<file path="src/rtl/cxu_pkg.sv">
// Shared CXU-LI definitions: status field width, status codes and the width helper
// used by the arbiter and its tag FIFO.
package cxu_pkg;

   localparam int CXU_STATUS_W = 3;

   typedef enum logic [CXU_STATUS_W-1:0] {
      CXU_STATUS_OK      = 3'd0,
      CXU_STATUS_ERROR   = 3'd1,
      CXU_STATUS_PENDING = 3'd2,
      CXU_STATUS_OFF     = 3'd3
   } cxu_status_e;

   // MSB index for a field of width w; a zero-width request still yields a 1-bit field.
   function automatic int common_pkg_msb(input int w);
      return (w > 1) ? (w - 1) : 0;
   endfunction

endpackage

</file>
<file path="src/rtl/cxu_tag_fifo.sv">
// In-order FIFO of granted initiator indices used to route target responses back.
// A push and a pop in the same cycle leave the occupancy unchanged.
module cxu_tag_fifo
   import cxu_pkg::*;
#(
   parameter int DEPTH = 4,
   parameter int W     = 2
) (
   input  logic         clk_sys,
   input  logic         rst_n,
   input  logic         push,
   input  logic         pop,
   input  logic [W-1:0] push_data,
   output logic [W-1:0] head,
   output logic         full,
   output logic         empty
);

   localparam int PTR_W   = $clog2(DEPTH);
   localparam int PTR_MSB = common_pkg_msb(PTR_W);
   localparam int CNT_W   = PTR_W + 1;

   logic [W-1:0]       mem_q [DEPTH];
   logic [W-1:0]       mem_d [DEPTH];
   logic [PTR_MSB:0]   wr_q, wr_d;
   logic [PTR_MSB:0]   rd_q, rd_d;
   logic [CNT_W-1:0]   count_q, count_d;

   always_comb begin
      mem_d   = mem_q;
      wr_d    = wr_q;
      rd_d    = rd_q;
      count_d = count_q;
      if (push) begin
         mem_d[wr_q] = push_data;
         wr_d        = wr_q + 1'b1;
      end
      if (pop) begin
         rd_d = rd_q + 1'b1;
      end
      case ({push, pop})
         2'b10:   count_d = count_q + 1'b1;
         2'b01:   count_d = count_q - 1'b1;
         default: count_d = count_q;
      endcase
   end

   // Pointers wrap naturally because DEPTH is a power of two.
   always_ff @(posedge clk_sys or negedge rst_n) begin
      if (!rst_n) begin
         mem_q   <= '{default: '0};
         wr_q    <= '0;
         rd_q    <= '0;
         count_q <= '0;
      end else begin
         mem_q   <= mem_d;
         wr_q    <= wr_d;
         rd_q    <= rd_d;
         count_q <= count_d;
      end
   end

   assign head  = mem_q[rd_q];
   assign full  = (count_q == CNT_W'(DEPTH));
   assign empty = (count_q == '0);

endmodule

</file>
<file path="src/rtl/cxu_rr_arbiter.sv">
// Round-robin arbiter sharing one CXU-LI target port among N_INIS initiators;
// responses return in issue order via a tag FIFO of granted indices.
module cxu_rr_arbiter
   import cxu_pkg::*;
#(
   parameter int N_INIS        = 4,
   parameter int MAX_OUT       = 4,
   parameter int CXU_CXU_ID_W  = 2,
   parameter int CXU_FUNC_ID_W = 3,
   parameter int CXU_DATA_W    = 32
) (
   input  logic                              UserCLK,
   input  logic                              rst_n,
   input  logic                              UserCLK_en,
   input  logic [N_INIS-1:0]                 i_req_valids,
   output logic [N_INIS-1:0]                 i_req_readys,
   input  logic [N_INIS*CXU_CXU_ID_W-1:0]    i_req_cxus,
   input  logic [N_INIS*CXU_FUNC_ID_W-1:0]   i_req_funcs,
   input  logic [N_INIS*CXU_DATA_W-1:0]      i_req_data0s,
   input  logic [N_INIS*CXU_DATA_W-1:0]      i_req_data1s,
   output logic [N_INIS-1:0]                 i_resp_valids,
   input  logic [N_INIS-1:0]                 i_resp_readys,
   output logic [N_INIS*CXU_STATUS_W-1:0]    i_resp_statuss,
   output logic [N_INIS*CXU_DATA_W-1:0]      i_resp_datas,
   output logic                              t_req_valid,
   input  logic                              t_req_ready,
   output logic [CXU_CXU_ID_W-1:0]           t_req_cxu,
   output logic [CXU_FUNC_ID_W-1:0]          t_req_func,
   output logic [CXU_DATA_W-1:0]             t_req_data0,
   output logic [CXU_DATA_W-1:0]             t_req_data1,
   input  logic                              t_resp_valid,
   output logic                              t_resp_ready,
   input  logic [CXU_STATUS_W-1:0]           t_resp_status,
   input  logic [CXU_DATA_W-1:0]             t_resp_data,
   output logic                              err_unexp_resp
);

   localparam int IDX_W   = $clog2(N_INIS);
   localparam int IDX_MSB = common_pkg_msb(IDX_W);

   logic [IDX_MSB:0] ptr_q, ptr_d;
   logic [IDX_MSB:0] lock_idx_q, lock_idx_d;
   logic             lock_q, lock_d;
   logic             err_q, err_d;
   logic [IDX_MSB:0] grant_idx;
   logic [IDX_MSB:0] head_idx;
   logic             fifo_full, fifo_empty;
   logic             req_fire, resp_fire;
   logic             found;
   int               cand;
   int               gi;

   // A stalled grant stays locked so the forwarded fields cannot change under the target.
   always_comb begin
      grant_idx = ptr_q;
      found     = 1'b0;
      cand      = 0;
      if (lock_q) begin
         grant_idx = lock_idx_q;
      end else begin
         for (int i = 0; i < N_INIS; i++) begin
            cand = int'(ptr_q) + i;
            if (cand >= N_INIS) cand = cand - N_INIS;
            if (!found && i_req_valids[cand]) begin
               found     = 1'b1;
               grant_idx = IDX_W'(cand);
            end
         end
      end
   end

   assign gi          = int'(grant_idx);
   assign t_req_valid = UserCLK_en & (|i_req_valids) & ~fifo_full;
   assign t_req_cxu   = i_req_cxus[gi*CXU_CXU_ID_W +: CXU_CXU_ID_W];
   assign t_req_func  = i_req_funcs[gi*CXU_FUNC_ID_W +: CXU_FUNC_ID_W];
   assign t_req_data0 = i_req_data0s[gi*CXU_DATA_W +: CXU_DATA_W];
   assign t_req_data1 = i_req_data1s[gi*CXU_DATA_W +: CXU_DATA_W];
   assign req_fire    = t_req_valid & t_req_ready;

   always_comb begin
      i_req_readys            = '0;
      i_req_readys[grant_idx] = req_fire;
   end

   // Only the valid bit is steered; status and data go to every initiator slice.
   always_comb begin
      i_resp_valids           = '0;
      i_resp_valids[head_idx] = t_resp_valid & ~fifo_empty & UserCLK_en;
   end

   assign t_resp_ready   = i_resp_readys[head_idx] & ~fifo_empty & UserCLK_en;
   assign resp_fire      = t_resp_valid & t_resp_ready;
   assign i_resp_statuss = {N_INIS{t_resp_status}};
   assign i_resp_datas   = {N_INIS{t_resp_data}};

   always_comb begin
      ptr_d      = ptr_q;
      lock_d     = lock_q;
      lock_idx_d = lock_idx_q;
      err_d      = err_q;
      if (req_fire) begin
         ptr_d  = (gi == N_INIS - 1) ? '0 : grant_idx + 1'b1;
         lock_d = 1'b0;
      end else if (t_req_valid) begin
         lock_d     = 1'b1;
         lock_idx_d = grant_idx;
      end
      if (UserCLK_en && t_resp_valid && fifo_empty) begin
         err_d = 1'b1;
      end
   end

   always_ff @(posedge UserCLK or negedge rst_n) begin
      if (!rst_n) begin
         ptr_q      <= '0;
         lock_q     <= 1'b0;
         lock_idx_q <= '0;
         err_q      <= 1'b0;
      end else begin
         ptr_q      <= ptr_d;
         lock_q     <= lock_d;
         lock_idx_q <= lock_idx_d;
         err_q      <= err_d;
      end
   end

   assign err_unexp_resp = err_q;

   cxu_tag_fifo #(
      .DEPTH (MAX_OUT),
      .W     (IDX_W)
   ) u_tag_fifo (
      .clk_sys   (UserCLK),
      .rst_n     (rst_n),
      .push      (req_fire),
      .pop       (resp_fire),
      .push_data (grant_idx),
      .head      (head_idx),
      .full      (fifo_full),
      .empty     (fifo_empty)
   );

endmodule

</file>
<file path="config.mk">
export PLATFORM = sky130hd
export DESIGN_NAME = cxu_rr_arbiter
export DESIGN_NICKNAME = d
export VERILOG_FILES = /design/src/rtl/cxu_pkg.sv /design/src/rtl/cxu_tag_fifo.sv /design/src/rtl/cxu_rr_arbiter.sv
export SDC_FILE = /design/constraint.sdc
export NUM_CORES = 1
export LEC_CHECK = 0
export CAP_MARGIN = 20
export CORE_AREA = 2 2 214 216
export CTS_BUF_LIST = sky130_fd_sc_hd__clkbuf_2
export DETAILED_ROUTE_END_ITERATION = 8
export DIE_AREA = 0 0 216 218
export HOLD_SLACK_MARGIN = 0.06
export PLACE_DENSITY = 0.4
export SYNTH_ARGS = -nofsm -noshare
export SYNTH_HDL_FRONTEND = slang
export SYNTH_SLANG_ARGS = --single-unit
</file>
<file path="constraint.sdc">
create_clock -name UserCLK -period 4.2 [get_ports UserCLK]
set_clock_uncertainty 0.2 [all_clocks]
set_input_delay 0.84 -clock UserCLK [delete_from_list [all_inputs] [get_ports UserCLK]]
set_output_delay 0.84 -clock UserCLK [all_outputs]
set_load 0.05 [all_outputs]
</file>
==> metrics.yaml, run 1 <==
sta:
  worst_slew_pin_slew_ps: 622.4
  period_share: 0.9576
  maxSlewViolCount: 0
  max_slew_margin: 0.5831
  period_needed_ps: 4022
  setup_viol_count_final: 0
  rsz0062_at_grt: "false"
  fmax_mhz: 248.6
  finalHoldViolations: 0
place:
  gp_congestion: 0.7009
  placedCellCount: 1356
  port_buffers: 368
  dp_hpwl_um: 18520
yosys:
  yosys.area.top_type: "mux2i_1"
  synth_warnings: 0
  ys_seq_area_frac: 0.1150
  synth_nets: 833
  syn_area_um2: 4571
  synth_xor_area_frac: 0.01150
  synth_flop_cell: "dfrtp_1"
  netlist_instances: 499
  synth_top_area_frac: 0.4555
  yosysMostFrequentCell: "mux2i_1"
  syn_area_per_cell_um2: 9.160
  synthAdderAreaFrac: 0.02902
  synth_common_cells: "mux2i_1 (208), buf_4 (151), dfrtp_1 (21), a21oi_1 (12), nand2_1 (12)"
  postSynth.asyncResetShare: 1.000
  synth_cell_types: 36
  synth_compound_area_frac: 0.04270
  synth-simple-area-share: 0.04380
  yosys-mux-area-fraction: 0.4711
  synth_edf_count: 0
  synth.area.top_cells: "mux2i_1 (46%), buf_4 (25%), dfrtp_1 (11%)"
  synth_top_family_by_area: "multiplexers"
  ys_seq_elements: 21
detailed_routing:
  drtPass1Iterations: 4
  wire_per_inst_um: 15.28
  ant_nets: 0
  routed_wl_um: 20860
  drt-initial-drc-count: 138
  via_per_inst: 3.216
  vias: 4390
  drc: 0
worst_setup_path:
  crit_top_cell: "buf_12"
  worstPathCellList: "dlygate4sd2_1 -> nor3_1 -> a21oi_1 -> a21o_1 -> a32oi_4 -> buf_12 -> buf_12 -> buf_4 -> mux2i_2 -> mux2i_4 -> buf_4 -> buf_12"
  end_kind: "output port"
  start_kind: "input pin"
  critPathMaxFanout: 11
  reg2reg_slack_ps: 1210
  cp_slowest_cell: "dlygate4sd2_1"
  max_stage_delay_ps: 300
  cp.arrival_ps: 2980
  worst_r2r_startpoint: "u_tag_fifo.rd_q[0]$_DFFE_PN0P_"
  required_ps: 3160
  critical_path_class: "input pin to output port"
  critPathLaunch: "i_req_valids[0]"
job:
  maxCapViolations: 0
floorplan:
  dieHeight_um: 218
  dieArea_um2: 47090
  start_util: 0.1018
  fp-row-count: 78
  io_pins: 544
  core_um2: 44890
  fp.dieW_um: 216
layout:
  post-route-util: 0.2031
  final_cells: 1365
  fillers: 4970
  drive_gt1_frac: 0.2068
  nets: 1099
  syn_to_final_growth_pct: 99.48
global_route:
  grt_start_max_net_pins: 22
  grt_overflow: 0
  grt_use_total: 0.08352
  grt_pass1_wl_um: 29880
  antenna_found_initial: 2
  grt_pass1_vias: 4774
cts:
  tritoncts: "done"
  clk_latency_ps: 330
  cts_hold_buf: 0
  cts_buffer_depth: 2
  cts_num_sinks: 21
  h-tree-depth: 1
  clkTransAtPathRegs_ps: 200
  clock-root-buffer: "clkbuf_2"
  cts_buffers: 3
min_path:
  hp-class: "register to register"
  worstHoldStart: "err_unexp_resp$_DFFE_PN0P_"
outcome:
  outcome: "finished clean"
power:
  ir_drop_mv: 0.4166
  p_leak_nw: 3.991
  power_density_nw_per_um2: 830.8
-- path summary, 6_finish.rpt --
kind	to	cells after the start
max reg2reg	u_tag_fifo.count_q[2]$_DFFE_PN0P_	9
min reg2reg	err_unexp_resp$_DFFE_PN0P_	1
max	t_req_data1[28]	12
max in group asynchronous	lock_q$_DFFE_PN0P_	2
min in group asynchronous	u_tag_fifo.mem_q[7]$_DFFE_PN0P_	1
min	err_unexp_resp$_DFFE_PN0P_	1
-- cell type report --
cell class                      count  area, um2  area share
Tap cell                          600      750.7     0.08234
Timing Repair Buffer              429       4980      0.5462
Clock buffer                        3      15.01    0.001647
Clock inverter                      1      5.005   0.0005489
Antenna cell                        1      2.502   0.0002745
Inverter                           10      37.54    0.004117
Sequential cell                    21      525.5     0.05764
Multi-Input combinational cell    300       2801      0.3073
-- power breakdown --
part / internal (mW) / leakage [nW] / switching (mW)
Clock: 0.0216 / 0.0164 / 0.0643
Sequential: 0.302 / 0.241 / 0.0961
Combinational: 3.47 / 3.73 / 3.62
-- registers in the layout, summed over array words and instances, names as in the netlist --
name,count
u_tag_fifo.wr_q,2
lock_q,1
u_tag_fifo.rd_q,2
err_unexp_resp,1
ptr_q,2
u_tag_fifo.count_q,3
lock_idx_q,2
u_tag_fifo.mem_q,8
-- kinds of logic after synthesis --
kind of cell / Yosys count
mux: 211
buf+inv: 178
simple gates: 41
compound gates: 32
flops: 21
fa+ha+maj: 10
xor+xnor: 6
-- layout by cell type, fill, tap and decap left out, types with 2 or more instances in the layout --
| cell type | n |
|---|---|
| nor2_1 | 11 |
| xor2_1 | 3 |
| mux2i_1 | 201 |
| a31oi_1 | 10 |
| mux4_2 | 2 |
| mux2i_2 | 6 |
| buf_4 | 57 |
| nand2b_1 | 3 |
| clkdlybuf4s50_1 | 287 |
| o21ai_0 | 2 |
| a21oi_1 | 12 |
| nor3_1 | 4 |
| inv_1 | 10 |
| nand2_1 | 12 |
| dlygate4sd2_1 | 3 |
| dfrtp_1 | 21 |
| clkbuf_2 | 3 |
| xnor2_1 | 3 |
| and3_1 | 4 |
| ha_1 | 9 |
| buf_12 | 79 |
-- metal layers --
| layer | up-vias | global-route usage | routed length, um |
|---|---|---|---|
| met5 | - | 0 | 13 |
| met4 | 2 | 0.009589 | 84 |
| met3 | 6 | 0.03264 | 2077 |
| met2 | 254 | 0.1468 | 10420 |
| met1 | 1977 | 0.09856 | 8263 |
| li1 | 2151 | - | - |
-- through the flow --
| stage | power (mW) | hold slack, ps | area [um2] | worst slack [ps] | TNS [ps] |
|---|---|---|---|---|---|
| after floorplan | 4.421 | 264.1 | 4571 | 288.6 | 0 |
| after global placement | 7.458 | 258.2 | 8972 | -193.3 | -967.9 |
| after detailed placement | 7.467 | 266.2 | 8972 | -168.9 | -703.2 |
| after CTS | 7.730 | 310.3 | 9087 | 128.8 | 0 |
| after global routing | 7.992 | 336.6 | 9117 | 26.09 | 0 |
| final | 7.575 | 302.4 | 9117 | 178.2 | 0 |
-- repair_timing --
action / in CTS / in global routing
buffers inserted: 2 / 0
setup endpoints to repair: 18 / 0
gates resized for setup: 13 / 0
hold endpoints to repair: 0 / 0
-- worst max-delay path, delay by kind of cell --
family,cells,cell delay [ps]
AOI/OAI and AO/OA,3,510
buffers and inverters,6,1050
muxes,2,360
and+or+nand+nor,1,190
No activity file was read; power rests on OpenSTA's default activity.
==> run 2, diff against run 1 <==
--- a/config.mk
+++ b/config.mk
@@ -12,6 +12,7 @@
 export DIE_AREA = 0 0 216 218
 export HOLD_SLACK_MARGIN = 0.06
 export PLACE_DENSITY = 0.4
+export SKIP_LAST_GASP = 1
 export SYNTH_ARGS = -nofsm -noshare
 export SYNTH_HDL_FRONTEND = slang
 export SYNTH_SLANG_ARGS = --single-unit
==> run 2 against run 1 <==
  * Worst hold slack stayed put
  * First-iteration DRC count grew 1.4%
  * Global-route usage is essentially flat
  * Count of clock-buffer cells in the layout did not move
  * Core utilization increased by 0.23 points
  * Via count about the same
  * Fmax fell by 0.20%
  * Clock power about the same
  * Power rose by 1.7%
==> metrics.yaml, run 2 (synthesis gave the netlist of run 1 again) <==
outcome:
  outcome: "finished clean"  # unchanged
power:
  p_leak_nw: 4.017  # was 3.991 nW
  seqPwrFrac: 0.052  # was 0.053
  pwr-share-clk: 0.011  # about the same
  ir_drop_mv: 0.4578  # was 0.4166 mV
  comb_power_share: 0.937  # was 0.936
  p_int_mw: 3.872  # was 3.796 mW
  p_sw_mw: 3.835  # was 3.778 mW
  swShare: 0.4976  # was 0.4988
  power_density_nw_per_um2: 835.9  # was 830.8 nW/um2
layout:
  layout_commonest_cell: "clkdlybuf4s50_1"  # unchanged
  final_cells: 1367  # was 1365
  drive_gt1_frac: 0.2141  # was 0.2068
  post-route-util: 0.2054  # was 0.2031
  final_cell_mix: "clkdlybuf4s50_1 (287), mux2i_1 (197), buf_12 (79), buf_4 (55), dfrtp_1 (21)"  # was clkdlybuf4s50_1 (287), mux2i_1 (201), buf_12 (79), buf_4 (57), dfrtp_1 (21)
  fillers: 4966  # was 4970
  regMostFlops: "u_tag_fifo.mem_q"  # unchanged
  nets: 1101  # was 1099
  top_regs: "u_tag_fifo.mem_q: 8 flops, u_tag_fifo.count_q: 3 flops"  # unchanged
  largest_reg_flops: 8  # unchanged
  syn_to_final_growth_pct: 101.7  # was 99.48%
worst_setup_path:
  cp.arrival_ps: 2990  # was 2980 ps
  start_kind: "input pin"  # unchanged
  critPathMaxFanout: 11  # unchanged
  required_ps: 3160  # about the same
  end_kind: "output port"  # unchanged
  critical_path_class: "input pin to output port"  # unchanged
floorplan:
  core_um2: 44890  # unchanged
  dieHeight_um: 218  # unchanged
  dieArea_um2: 47090  # unchanged
  start_util: 0.1018  # unchanged
  fp-row-count: 78  # unchanged
  fp.dieW_um: 216  # unchanged
  io_pins: 544  # unchanged
job:
  maxCapViolations: 0  # unchanged
sta:
  period_needed_ps: 4030  # was 4022 ps
  finalHoldViolations: 0  # unchanged
  period_share: 0.9595  # was 0.9576
  setup_viol_count_final: 0  # unchanged
  tns_ps: 0  # unchanged
  max_slew_margin: 0.5823  # was 0.5831
  rsz0062_at_grt: "false"  # unchanged
  worst_hold_slack_ps: 302.4  # unchanged
  worst_slew_pin_slew_ps: 623.7  # was 622.4 ps
  fmax_mhz: 248.2  # was 248.6 MHz
  maxSlewViolCount: 0  # unchanged
global_route:
  grt_overflow: 0  # unchanged
  antenna_found_initial: 2  # unchanged
  grt_pass1_vias: 4775  # was 4774
  grt_pass1_wl_um: 29880  # unchanged
  grt_start_max_net_pins: 22  # unchanged
  grt_use_total: 0.08352  # about the same
detailed_routing:
  drtPass1Iterations: 4  # unchanged
  vias: 4389  # was 4390
  ant_nets: 0  # unchanged
  drc: 0  # unchanged
  via_per_inst: 3.211  # was 3.216
  wire_per_inst_um: 15.52  # was 15.28 um
  drt-initial-drc-count: 140  # was 138
  routed_wl_um: 21210  # was 20860 um
cts:
  tritoncts: "done"  # unchanged
  cts_buffer_depth: 2  # unchanged
  h-tree-depth: 1  # unchanged
  cts_buffers: 3  # unchanged
  clkTransAtPathRegs_ps: 200  # about the same
  clock-root-buffer: "clkbuf_2"  # unchanged
  clk_latency_ps: 330  # about the same
  cts_hold_buf: 0  # unchanged
  cts_num_sinks: 21  # unchanged
place:
  dp_hpwl_um: 18520  # unchanged
  placedCellCount: 1356  # unchanged
  port_buffers: 368  # unchanged
  gp_congestion: 0.7009  # unchanged
min_path:
  hp-class: "register to register"  # unchanged
## run 2: cell types whose count changed in the layout (fill, tap and decap cells not counted), sizes merged
cell / change
clkbuf: +2
dlygate4sd2: -1
dlymetal6s2s: +1
## run 2: metrics by stage
stage	setup slack (ps)	area [um2]	total power [mW]
2_1_floorplan	288.6	4571	4.421
3_3_place_gp	-193.3	8972	7.458
3_5_place_dp	-168.9	8972	7.467
4_1_cts	-10.86	9085	7.724
5_1_grt	38.88	9220	8.123
6_report	170.3	9220	7.707
## run 2: area by class of cell
| type | instances | area, um2 | area share |
|---|---|---|---|
| Clock inverter | 1 | 5.005 | 0.0005428 |
| Clock buffer | 3 | 15.01 | 0.001628 |
| Sequential cell | 21 | 525.5 | 0.05700 |
| Antenna cell | 1 | 2.502 | 0.0002714 |
| Timing Repair Buffer | 431 | 5024 | 0.5449 |
| Tap cell | 600 | 750.7 | 0.08142 |
| Multi-Input combinational cell | 300 | 2860 | 0.3102 |
| Inverter | 10 | 37.54 | 0.004071 |
## run 2: power groups by stage
stage,sequential (mW),clock [mW],combinational [mW]
2_1_floorplan,0.378,0,4.04
3_3_place_gp,0.401,0,7.06
3_5_place_dp,0.405,0,7.06
4_1_cts,0.400,0.0903,7.23
5_1_grt,0.418,0.102,7.60
6_report,0.398,0.0862,7.22
## run 2: timing repair
action / CTS / global route
setup endpoints to repair: 18 / 61
cloned: 1 / 2
pin swaps: 1 / 1
resized for setup: 11 / 14
setup buffers: 2 / 0
## run 2: per-layer routing
metal / global-route usage / up-vias / wire length (um)
li1: - / 2154 / -
met1: 0.09855 / 1970 / 8440
met2: 0.1468 / 257 / 10580
met3: 0.03264 / 6 / 2091
met4: 0.009589 / 2 / 84
met5: 0 / - / 13
## run 2: path summary, 6_finish.rpt
| path | start | to | slack [ps] | cells after the start |
|---|---|---|---|---|
| worst max-delay path | i_req_valids[0] | t_req_data1[28] | 170 | 12 |
| worst min-delay path | err_unexp_resp$_DFFE_PN0P_ | err_unexp_resp$_DFFE_PN0P_ | 300 | 1 |
| worst max register to register | u_tag_fifo.rd_q[0]$_DFFE_PN0P_ | u_tag_fifo.count_q[2]$_DFFE_PN0P_ | 1210 | 9 |
| worst min register to register | err_unexp_resp$_DFFE_PN0P_ | err_unexp_resp$_DFFE_PN0P_ | 300 | 1 |
| max in group asynchronous | rst_n | lock_q$_DFFE_PN0P_ | 2970 | 2 |
| min in group asynchronous | rst_n | u_tag_fifo.mem_q[7]$_DFFE_PN0P_ | 480 | 1 |
## run 2: critical path: stages
cell,delay (ps)
dlygate4sd2_1,300
nor3_1,190
a21oi_1,60
a21o_1,210
a32oi_4,240
buf_12,150
buf_12,150
buf_6,160
mux2i_2,260
mux2i_4,110
buf_4,150
buf_12,140
